## config.mk

```make
export PLATFORM = sky130hd
export DESIGN_NAME = div_iter
export DESIGN_NICKNAME = d
export VERILOG_FILES = /design/src/rtl/div_iter.sv
export SDC_FILE = /design/constraint.sdc
export NUM_CORES = 1
export LEC_CHECK = 0
export ABC_CLOCK_PERIOD_IN_PS = 5400
export BUFFER_PORTS_ARGS = -buffer_cell sky130_fd_sc_hd__buf_2
export CAP_MARGIN = 20
export CORE_ASPECT_RATIO = 0.8
export CORE_MARGIN = 1.5
export CORE_UTILIZATION = 50
export DETAILED_ROUTE_END_ITERATION = 12
export GPL_TIMING_DRIVEN = 0
export PLACE_DENSITY = 0.69
export SYNTH_ARGS = -nofsm -noshare
export SYNTH_HDL_FRONTEND = slang
export SYNTH_SLANG_ARGS = --single-unit
```

## constraint.sdc

```tcl
create_clock -name clk -period 5.4 [get_ports clk]
set_clock_uncertainty 0.1 [all_clocks]
set_input_delay 1.08 -clock clk [delete_from_list [all_inputs] [get_ports clk]]
set_output_delay 1.08 -clock clk [all_outputs]
set_load 0.03 [all_outputs]
```

## src/rtl/div_iter.sv

```systemverilog
// Radix-2 restoring divider answering the ALU start/annul/ready handshake.
// Returns {remainder, quotient} with a one-cycle ready_o pulse.
module div_iter #(
   parameter int WIDTH = 32
) (
   input  logic                 clk,
   input  logic                 rst,
   input  logic                 signed_div_i,
   input  logic [WIDTH-1:0]     a,
   input  logic [WIDTH-1:0]     b,
   input  logic                 start_i,
   input  logic                 annul_i,
   output logic [2*WIDTH-1:0]   result_o,
   output logic                 ready_o
);

   localparam int CW = (WIDTH > 1) ? $clog2(WIDTH) : 1;
   localparam logic [CW-1:0] CNT_LAST = CW'(WIDTH - 1);

   typedef enum logic [1:0] {S_IDLE, S_DIVZERO, S_ON, S_END} state_t;

   state_t               state_q, state_d;
   logic [CW-1:0]        cnt_q, cnt_d;
   logic [WIDTH:0]       rem_q, rem_d;
   logic [WIDTH-1:0]     quo_q, quo_d;
   logic [WIDTH-1:0]     dvs_q, dvs_d;
   logic [WIDTH-1:0]     a_q, a_d;
   logic                 b_msb_q, b_msb_d;
   logic                 sgn_q, sgn_d;
   logic [2*WIDTH-1:0]   result_q, result_d;
   logic                 ready_q, ready_d;

   logic [WIDTH:0]       rem_sh, diff, rem_nx;
   logic [WIDTH-1:0]     quo_nx, q_fix, r_fix;
   logic                 abort;

   always_comb begin
      state_d  = state_q;
      cnt_d    = cnt_q;
      rem_d    = rem_q;
      quo_d    = quo_q;
      dvs_d    = dvs_q;
      a_d      = a_q;
      b_msb_d  = b_msb_q;
      sgn_d    = sgn_q;
      result_d = result_q;
      abort    = annul_i | ~start_i;

      // quo_q doubles as the dividend shift register: its MSB feeds the remainder
      rem_sh = {rem_q[WIDTH-1:0], quo_q[WIDTH-1]};
      diff   = rem_sh - {1'b0, dvs_q};
      if (diff[WIDTH]) begin
         rem_nx = rem_sh;
         quo_nx = {quo_q[WIDTH-2:0], 1'b0};
      end else begin
         rem_nx = diff;
         quo_nx = {quo_q[WIDTH-2:0], 1'b1};
      end
      q_fix = (sgn_q & (a_q[WIDTH-1] ^ b_msb_q)) ? -quo_nx : quo_nx;
      r_fix = (sgn_q & a_q[WIDTH-1]) ? -rem_nx[WIDTH-1:0] : rem_nx[WIDTH-1:0];

      case (state_q)
         S_IDLE: begin
            if (start_i && !annul_i) begin
               a_d     = a;
               b_msb_d = b[WIDTH-1];
               sgn_d   = signed_div_i;
               cnt_d   = '0;
               rem_d   = '0;
               quo_d   = (signed_div_i && a[WIDTH-1]) ? -a : a;
               dvs_d   = (signed_div_i && b[WIDTH-1]) ? -b : b;
               state_d = (b == '0) ? S_DIVZERO : S_ON;
            end
         end
         S_DIVZERO: begin
            if (abort) state_d = S_IDLE;
            else begin
               state_d  = S_END;
               result_d = {a_q, {WIDTH{1'b1}}};
            end
         end
         S_ON: begin
            if (abort) state_d = S_IDLE;
            else begin
               rem_d = rem_nx;
               quo_d = quo_nx;
               cnt_d = cnt_q + CW'(1);
               if (cnt_q == CNT_LAST) begin
                  state_d  = S_END;
                  result_d = {r_fix, q_fix};
               end
            end
         end
         default: state_d = S_IDLE;
      endcase

      ready_d = (state_d == S_END);
   end

   always_ff @(posedge clk or negedge rst) begin
      if (!rst) begin
         state_q  <= S_IDLE;
         cnt_q    <= '0;
         rem_q    <= '0;
         quo_q    <= '0;
         dvs_q    <= '0;
         a_q      <= '0;
         b_msb_q  <= 1'b0;
         sgn_q    <= 1'b0;
         result_q <= '0;
         ready_q  <= 1'b0;
      end else begin
         state_q  <= state_d;
         cnt_q    <= cnt_d;
         rem_q    <= rem_d;
         quo_q    <= quo_d;
         dvs_q    <= dvs_d;
         a_q      <= a_d;
         b_msb_q  <= b_msb_d;
         sgn_q    <= sgn_d;
         result_q <= result_d;
         ready_q  <= ready_d;
      end
   end

   assign result_o = result_q;
   assign ready_o  = ready_q;

endmodule
```

Yosys cells after proc, flatten, opt, wreduce, memory -nomap -nowiden
Cells that the tools add are included.
{"block": "op_classes", "n_lt_le_gt_ge": 0, "div": 0, "n_mul": 0, "n_eq_ne": 8, "muxes": 25, "n_shift": 0, "n_bitwise": 5, "reduce_logical": 11, "addsub": 6}
{"operator": "32-bit 2-to-1 mux", "count": 9}
{"operator": "64-bit 2-to-1 mux", "count": 3}
{"operator": "32-bit negator", "count": 4}
{"operator": "32-bit case mux with 2 select lines", "count": 2}
{"operator": "64-bit case mux with 2 select lines", "count": 1}
{"operator": "33-bit by 32-bit subtractor with 33-bit output", "count": 1}
{"operator": "32-bit logical NOT", "count": 1}
{"operator": "2-bit 2-to-1 mux", "count": 5}
{"operator": "5-bit 2-to-1 mux", "count": 2}
{"operator": "5-bit case mux with 2 select lines", "count": 1}
{"operator": "2-bit inequality test, second input constant", "count": 4}
{"operator": "2-bit case mux with 3 select lines", "count": 1}
{"operator": "5-bit by 1-bit adder with 5-bit output, second input constant", "count": 1}
{"operator": "5-bit == test, second input constant", "count": 1}
{"operator": "2-bit == test, second input constant", "count": 2}
{"operator": "4-bit AND reduction", "count": 1}
{"operator": "2-bit nonzero test", "count": 2}
{"operator": "1-bit logical AND", "count": 3}
{"operator": "3-bit AND reduction", "count": 1}
{"operator": "1-bit AND", "count": 2}
{"operator": "2-bit by 1-bit == test with 1-bit output, second input constant", "count": 1}
{"operator": "2-bit logical NOT", "count": 1}
{"operator": "2-bit AND reduction", "count": 1}
{"operator": "1-bit logical NOT", "count": 1}
{"operator": "4 further kinds", "count": 4}
{"block": "word_totals", "rom_bits": 0, "ff_bits": 202, "out_inout_bits": 65, "n_memories": 0, "in_bits": 69, "ram_bits": 0, "latchBits": 0}

Logic depth before layout (Yosys ltp)
Gate-level depths: netlist (run 1).
{"block": "logic_depth", "ltp_word": 7, "mapped_depth": 21, "ltp_nobuf": 19}

Worst setup path after synthesis (run 1)
No wires, ideal clock.
{"block": "synth_timing", "path_kind": "register -> register", "start": "reg quo_q[31]", "end": "reg result_q[62] (netlist: result_o[62])", "path_stages_with_launch": 21, "path_buffers": 2, "setup_time_ps": 92, "setup_slack_ps": 824, "arrival_time_ps": 4384, "required_time_ps": 5208, "cell_sequence": "dfrtp_1 > inv_1 > ha_1 > inv_1 > fa_1 > a211oi_2 > o211ai_2 > nand3_1 > a211oi_4 > nor3_2 > nor2_2 > inv_2 > buf_2 > buf_4 > mux2i_1 > ha_1 > o2111ai_2 > nor4_4 > nand4_1 > and3_1 > o31ai_2"}
{"block": "synth_between", "elab_chain_len": 7}
{"element": "from (decl)", "line": "25", "text": "logic [WIDTH-1:0] quo_q, quo_d;"}
{"element": "from (signal assigned)", "line": "116", "text": "quo_q <= quo_d;"}
{"element": "33-bit by 32-bit subtractor with 33-bit output", "line": "51", "text": "diff = rem_sh - {1'b0, dvs_q};"}
{"element": "32-bit 2-to-1 mux (*)", "line": "52", "text": "if (diff[WIDTH]) begin"}
{"element": "32-bit negator", "line": "60", "text": "r_fix = (sgn_q & a_q[WIDTH-1]) ? -rem_nx[WIDTH-1:0] : rem_nx[WIDTH-1:0];"}
{"element": "32-bit 2-to-1 mux (*)", "line": "60"}
{"element": "64-bit 2-to-1 mux (*)", "line": "88", "text": "if (cnt_q == CNT_LAST) begin"}
{"element": "64-bit 2-to-1 mux (*)", "line": "83", "text": "if (abort) state_d = S_IDLE;"}
{"element": "64-bit case mux with 2 select lines (*)", "line": "62", "text": "case (state_q)"}
{"element": "to (signal assigned)", "line": "121", "text": "result_q <= result_d;"}
{"element": "to (decl)", "line": "30", "text": "logic [2*WIDTH-1:0] result_q, result_d;"}
Mark *: on every way between the ends. The rest lies on a longest branch, timed or not. The select of a mux whose other input is x is not followed.
A chain may end at the register's enable or synchronous reset.

Worst setup path in the final report (run 1)
{"block": "layout_timing", "start": "reg rem_q[13]", "end": "reg result_q[62] (netlist: result_o[62])"}
{"block": "layout_between", "elab_chain_len": 7}
{"element": "from (decl)", "line": "24", "text": "logic [WIDTH:0] rem_q, rem_d;"}
{"element": "from (signal assigned)", "line": "115", "text": "rem_q <= rem_d;"}
{"element": "33-bit by 32-bit subtractor with 33-bit output", "line": "51"}
{"element": "32-bit 2-to-1 mux (*)", "line": "52"}
{"element": "32-bit negator", "line": "60"}
{"element": "32-bit 2-to-1 mux (*)", "line": "60"}
{"element": "64-bit 2-to-1 mux (*)", "line": "88"}
{"element": "64-bit 2-to-1 mux (*)", "line": "83"}
{"element": "64-bit case mux with 2 select lines (*)", "line": "62"}
Marks and branches as above.

==> results of run 1 <==
## per-stage QoR
step	setup slack (ns)	instances
finish	0.2321	2103
global route	0.03579	2103
CTS	0.04035	2100
detailed placement	-0.6567	2058
global placement	-0.5382	2057
floorplan	0.8242	1567
## what timing repair did
action / in CTS / in global routing
hold buffers: 0 / 0
buffers inserted: 2 / 3
pin swaps: 2 / 4
setup endpoints to repair: 22 / 11
gates resized for setup: 6 / 7
## kinds of logic (layout without fill, tap and decap cells)
group	after synthesis	after routing	share of synthesized area, %
simple gates	523	523	18.42
xor+xnor	126	126	8.280
compound gates	483	483	22.36
buf+inv	134	313	4.469
flops	202	202	37.93
fa+ha+maj	39	39	3.718
mux	60	60	4.825
## per-layer routing
metal | routed length, µm | global-route usage (%) | share of wire [%] | vias up
li1 | - | - | - | 5910
met3 | 3813 | 7.080 | 9.3 | 50
met5 | 0 | 0 | 0 | -
met4 | 888 | 6.331 | 2.2 | 0
met1 | 19030 | 44.56 | 47 | 6241
met2 | 17090 | 42.60 | 42 | 503
## worst max-delay path: cells and delay by family, from the launching register on
family	cells	cell delay [ns]
AND/OR/NAND/NOR	6	1.31
adder cells (fa/ha/maj)	2	0.74
AO/OA/AOI/OAI	5	1.33
multiplexers	1	0.31
flip-flops	1	0.44
buffers and inverters	4	0.82
## registers in the layout, indices dropped and copies added (netlist names)
| name | cells |
|---|---|
| quo_q | 32 |
| sgn_q | 1 |
| state_q | 2 |
| a_q | 32 |
| ready_o | 1 |
| b_msb_q | 1 |
| cnt_q | 5 |
| result_o | 64 |
| rem_q | 32 |
| dvs_q | 32 |
## worst max-delay path by stage
stage / start / to / depth (start not counted)
CTS: quo_q[31] / result_o[62] / 21
finish: rem_q[13] / result_o[62] / 18
global placement: quo_q[31] / result_o[62] / 21
global route: quo_q[31] / result_o[62] / 21
detailed placement: quo_q[31] / result_o[62] / 21
floorplan: quo_q[31] / result_o[62] / 20
## report_power, final
part	switching [W]	total (W)	internal [W]
logic	0.000689	0.00110	0.000412
clock network	0.000653	0.00169	0.00104
registers	0.000132	0.00181	0.00167
total	0.00147	0.00460	0.00312
## layout make-up
type | count | area, µm² | area share, %
clock inverter | 9 | 150.1 | 0.9764
tap | 357 | 446.7 | 2.905
timing repair buffer | 139 | 740.7 | 4.817
buffer | 87 | 435.4 | 2.832
sequential | 202 | 5056 | 32.88
inverter | 47 | 176.4 | 1.147
clock buffer | 31 | 655.6 | 4.264
multi-input combinational | 1231 | 7716 | 50.18
## placed cells by master (no fill, tap or decap), types with 24 or more instances in the layout
master / synthesis / layout
o31ai_1: 24 / 24
nor3_1: 29 / 28
a21oi_1: 185 / 185
nor2_1: 166 / 166
o21ai_0: 132 / 132
buf_2: 7 / 137
xnor2_1: 44 / 44
inv_1: 46 / 46
mux2i_1: 26 / 25
clkbuf_1: 55 / 58
mux2_2: 34 / 34
or3_1: 26 / 26
xor2_1: 82 / 82
nand2_1: 165 / 165
nand3_1: 29 / 28
dfrtp_1: 202 / 201
a31oi_1: 28 / 28
ha_1: 38 / 37
==> flow_summary_export.csv, run 1 <==
group,metric,value,unit
worst_setup_path,cp_cell_sequence,"ha_1, nand2_1, or3_1, o21a_1, a211oi_4, o21a_4, nor2_4, inv_2, buf_6, buf_6, mux2i_2, ha_2, o2111ai_4, nor4_4, buf_4, nand4_1, and3_1, o31ai_2",
floorplanning,ioPinCount,134,
worst_setup_path,cp_slowest_cell,"dfrtp_1",
floorplanning,core.rowCount,53,
global_route,grt_use_total,29.53,%
logic_synthesis,synthTopCellsByCount,"202 x dfrtp_1, 185 x a21oi_1, 166 x nor2_1",
placement,gp_congestion,0.9255,
logic_synthesis,synthesis.area,13330,µm²
clocking,cts-buffers-inserted,23,
clocking,clock_path_buffers,3,
worst_setup_path,worst_setup_path_start_kind,"flop",
finish,drive_above_1_share,15.81,%
worst_setup_path,r2r-end,"result_o[62]",
logic_synthesis,yosysWarnings,0,
logic_synthesis,ys_ff_latch,202,
routing,ant_nets,0,
worst_setup_path,required,5.71,ns
placement,placed_area,14480,µm²
logic_synthesis,syn_inst,1567,
worst_setup_path,critPathMaxFanout,10,
logic_synthesis,synth_nets,1675,
timing,max_freq,193.5,MHz
logic_synthesis,synth_cell_types,85,
timing,maxSlewViolCount,0,
routing,routedWlPerCell,19.41,µm
clocking,clkSlewWorstSetupHoldPaths,0.06,ns
routing,wl,40830,µm
routing,first_pass_iters,5,
clocking,htree_levels,1,
logic_synthesis,netlist.area_leader.share,37.93,%
global_route,grt_pass1_wl,64050,µm
finish,syn2layout_area_growth,15.38,%
global_route,grt_pass1_vias,11690,
floorplanning,coreArea,26260,µm²
timing,tightest_slew,0.8954,ns
timing,rsz0062_at_grt,"false",
floorplanning,dieWidth,185.5,µm
timing,setup_viol,0,
finish,finalCoreUtilization,58.56,%
logic_synthesis,synth_seq_area_share,37.93,%
floorplanning,die_h,149.0,µm
global_route,grt_max_degree,113,
worst_setup_path,r2r_slack,0.23,ns
timing,max_slew_margin,40.08,%
timing,min_period,5.168,ns
logic_synthesis,synth.area.top_cells,"dfrtp_1 38%, a21oi_1 6.9%, xor2_1 5.4%",
logic_synthesis,synth_async_sr_flop_share,100.0,%
logic_synthesis,synth-edff-count,0,
finish,design_area,15380,µm²
finish,nNetsFinal,1839,
routing,drtIter0Drc,1070,
worst_hold_path,min_from,"result_o[40]",
outcome,status,"finished clean",
logic_synthesis,yosysTopAreaCell,"dfrtp_1",
worst_setup_path,path_class,"reg -> reg",
routing,via_count,12700,
clocking,clockRootBuffer,"clkbuf_16",
routing,via_per_inst,6.041,
finish,diodes,0,
worst_setup_path,slowest_delay,0.44,ns
worst_setup_path,timing.rr.start,"rem_q[13]",
timing,fin_setup_tns,0,ns
placement,hpwl,31110,µm
clocking,clk_latency,0.51,ns
floorplanning,start_util,50.75,%
worst_setup_path,worst-endpoint-arrival,5.48,ns
worst_setup_path,rr_worst_depth,18,
worst_hold_path,hold_class,"reg -> reg",
logic_synthesis,synth_area_per_cell,8.505,µm²
worst_hold_path,min_to,"result_o[40]",
global_route,overflow,0,
timing,hold-worst-slack,0.3702,ns
logic_synthesis,synth-main-ff-cell,"dfrtp_1",
power_and_ir_drop,p_leak,6.875,nW
timing,hold_viol,0,
clocking,cts_tree,"done",
logic_synthesis,synth_most_common_cell,"dfrtp_1",
worst_hold_path,min_delay_path_depth,2,
finish,fillCellCount,2458,
power_and_ir_drop,finalPower,0.004599,W
clocking,numClockSinks,202,
placement,numPortBuffers,133,
power_and_ir_drop,power_density,299.1,nW/µm²
worst_setup_path,critPathMostFrequentCell,"buf_6",
run,drv_cap,0,
timing,fin_crit_sh,95.70,%
global_route,antenna_found_initial,1,
worst_setup_path,end_kind,"flop",
routing,drcViolationCount,0,
floorplanning,dieArea,27650,µm²
power_and_ir_drop,ir_worst_vdd,209.2,µV
Power figures use the tool's default switching activity.
==> run 2, diff against run 1 <==
Settings changed: ABC_CLOCK_PERIOD_IN_PS 5400 to 6600.
Clock period 5.4 ns to 6.6 ns, I/O delays scaled along.
==> flow_summary_export.csv, run 2 (synthesis results as in run 1) <==
group,metric,value,unit
routing,routedWlPerCell,19.36,µm
floorplanning,dieWidth,185.5,µm
routing,drcViolationCount,0,
floorplanning,ioPinCount,134,
timing,fin_crit_sh,96.15,%
clocking,cts_setup_buffers,0,
finish,fillCellCount,2472,
clocking,cts-buffers-inserted,23,
timing,rsz0062_at_grt,"false",
clocking,clkSlewWorstSetupHoldPaths,0.06,ns
timing,max_slew_margin,37.06,%
run,drv_cap,0,
power_and_ir_drop,p_leak,6.843,nW
floorplanning,start_util,50.75,%
timing,maxSlewViolCount,0,
timing,max_freq,157.6,MHz
worst_setup_path,startpoint,"quo_q[31]",
global_route,overflow,0,
power_and_ir_drop,ir_worst_vdd,173.4,µV
worst_setup_path,timing.rr.start,"quo_q[31]",
finish,seq_area,5055,µm²
worst_setup_path,crit_path_end,"result_o[62]",
finish,diodes,0,
clocking,clockRootBuffer,"clkbuf_16",
worst_setup_path,rr_worst_depth,21,
finish,drive_above_1_share,15.28,%
timing,tightest_slew,0.9407,ns
floorplanning,coreArea,26260,µm²
timing,setup_viol,0,
routing,first_pass_iters,5,
timing,fin_setup_tns,0,ns
finish,final_cell_mix,"202 x dfrtp_1, 185 x a21oi_1, 166 x nor2_1, 165 x nand2_1, 139 x buf_2",
placement,numPortBuffers,133,
finish,finalCoreUtilization,58.20,%
finish,syn2layout_area_growth,14.67,%
global_route,grt_use_total,29.44,%
routing,drtIter0Drc,1174,
clocking,clk_latency,0.51,ns
global_route,grt_pass1_vias,11670,
timing,fin_ws,0.2542,ns
worst_setup_path,r2r-end,"result_o[62]",
routing,ant_nets,0,
outcome,status,"finished clean",
worst_setup_path,end_kind,"flop",
worst_hold_path,min_delay_path_depth,2,
finish,final_common_cell,"dfrtp_1",
power_and_ir_drop,finalPower,0.003754,W
placement,hpwl,31110,µm
timing,hold-worst-slack,0.3703,ns
worst_hold_path,hold_class,"reg -> reg",
clocking,numClockSinks,202,
power_and_ir_drop,power_density,245.6,nW/µm²
worst_setup_path,required,6.92,ns
clocking,cts_resized,0,
routing,wl,40620,µm
global_route,grt_pass1_wl,63910,µm
timing,hold_viol,0,
worst_setup_path,critPathMaxFanout,10,
floorplanning,dieArea,27650,µm²
floorplanning,die_h,149.0,µm
routing,via_count,12560,
worst_setup_path,path_class,"reg -> reg",
finish,multi_input_area,7677,µm²
placement,gp_congestion,0.9255,
global_route,grt_max_degree,113,
placement,post-place-ws,0.5433,ns
global_route,antenna_found_initial,1,
clocking,htree_levels,1,
finish,nNetsFinal,1834,
worst_setup_path,worst_setup_path_start_kind,"flop",
clocking,cts_tree,"done",
floorplanning,core.rowCount,53,
worst_setup_path,r2r_slack,0.25,ns
clocking,clock_path_buffers,3,
clocking,cts_hold_buffers,0,
timing,min_period,6.346,ns
routing,via_per_inst,5.987,
finish,largest_reg_flops,64,
worst_setup_path,worst-endpoint-arrival,6.66,ns
[run 2: cell types whose count changed in the layout (fill, tap and decap cells not counted), sizes merged]
cell  change
buf       -5
[run 2: layout make-up]
cell class	count	area share, %
Tap cell	357	2.923
Inverter	47	1.154
Clock buffer	31	4.290
Sequential cell	202	33.07
Multi-Input combinational cell	1231	50.23
Clock inverter	9	0.9824
Buffer	87	2.743
Timing Repair Buffer	134	4.601
[run 2: routing by layer]
metal / vias up / routed length [µm] / GRT usage (%) / share of wire, %
met3: 50 / 3584 / 6.592 / 8.8
li1: 5901 / - / - / -
met4: 0 / 866 / 6.331 / 2.1
met2: 468 / 16930 / 42.57 / 42
met5: - / 0 / 0 / 0
met1: 6141 / 19240 / 44.64 / 47
[run 2: report_power, final]
part           internal (W)  switching (W)  leakage [nW]
clock network      0.000849       0.000535         0.391
logic              0.000333       0.000558          3.90
registers           0.00137       0.000108          2.55
total               0.00255        0.00120          6.84
[run 2: critical path, cell delays in order, from the launching register on]
cell and delay (ns):
dfrtp_1 0.50, inv_1 0.10, ha_1 0.18, inv_1 0.06, fa_1 0.41, a211oi_2 0.31, o211ai_2 0.23, nand3_1 0.23
a211oi_4 0.11, nor3_2 0.69, nor2_2 0.25, inv_2 0.25, buf_2 0.35, buf_2 0.41, nor2_1 0.08, a21oi_1 0.23
ha_1 0.31, o2111ai_2 0.30, nor4_4 0.51, nand4_1 0.17, and3_1 0.23, o31ai_2 0.21
[run 2: how the worst min path moves through the flow]
stage | start | endpoint | slack [ns]
global route | result_o[40] | result_o[40] | 0.40
floorplan | cnt_q[4] | cnt_q[4] | 0.35
global placement | result_o[33] | result_o[33] | 0.36
finish | result_o[40] | result_o[40] | 0.37
CTS | result_o[40] | result_o[40] | 0.38
detailed placement | result_o[40] | result_o[40] | 0.37
[run 2: stage by stage]
| stage | instance area [µm²] | instances |
|---|---|---|
| after floorplan | 13330 | 1567 |
| after global placement | 14440 | 2057 |
| after detailed placement | 14480 | 2058 |
| after CTS | 15280 | 2098 |
| after global routing | 15280 | 2098 |
| final | 15280 | 2098 |
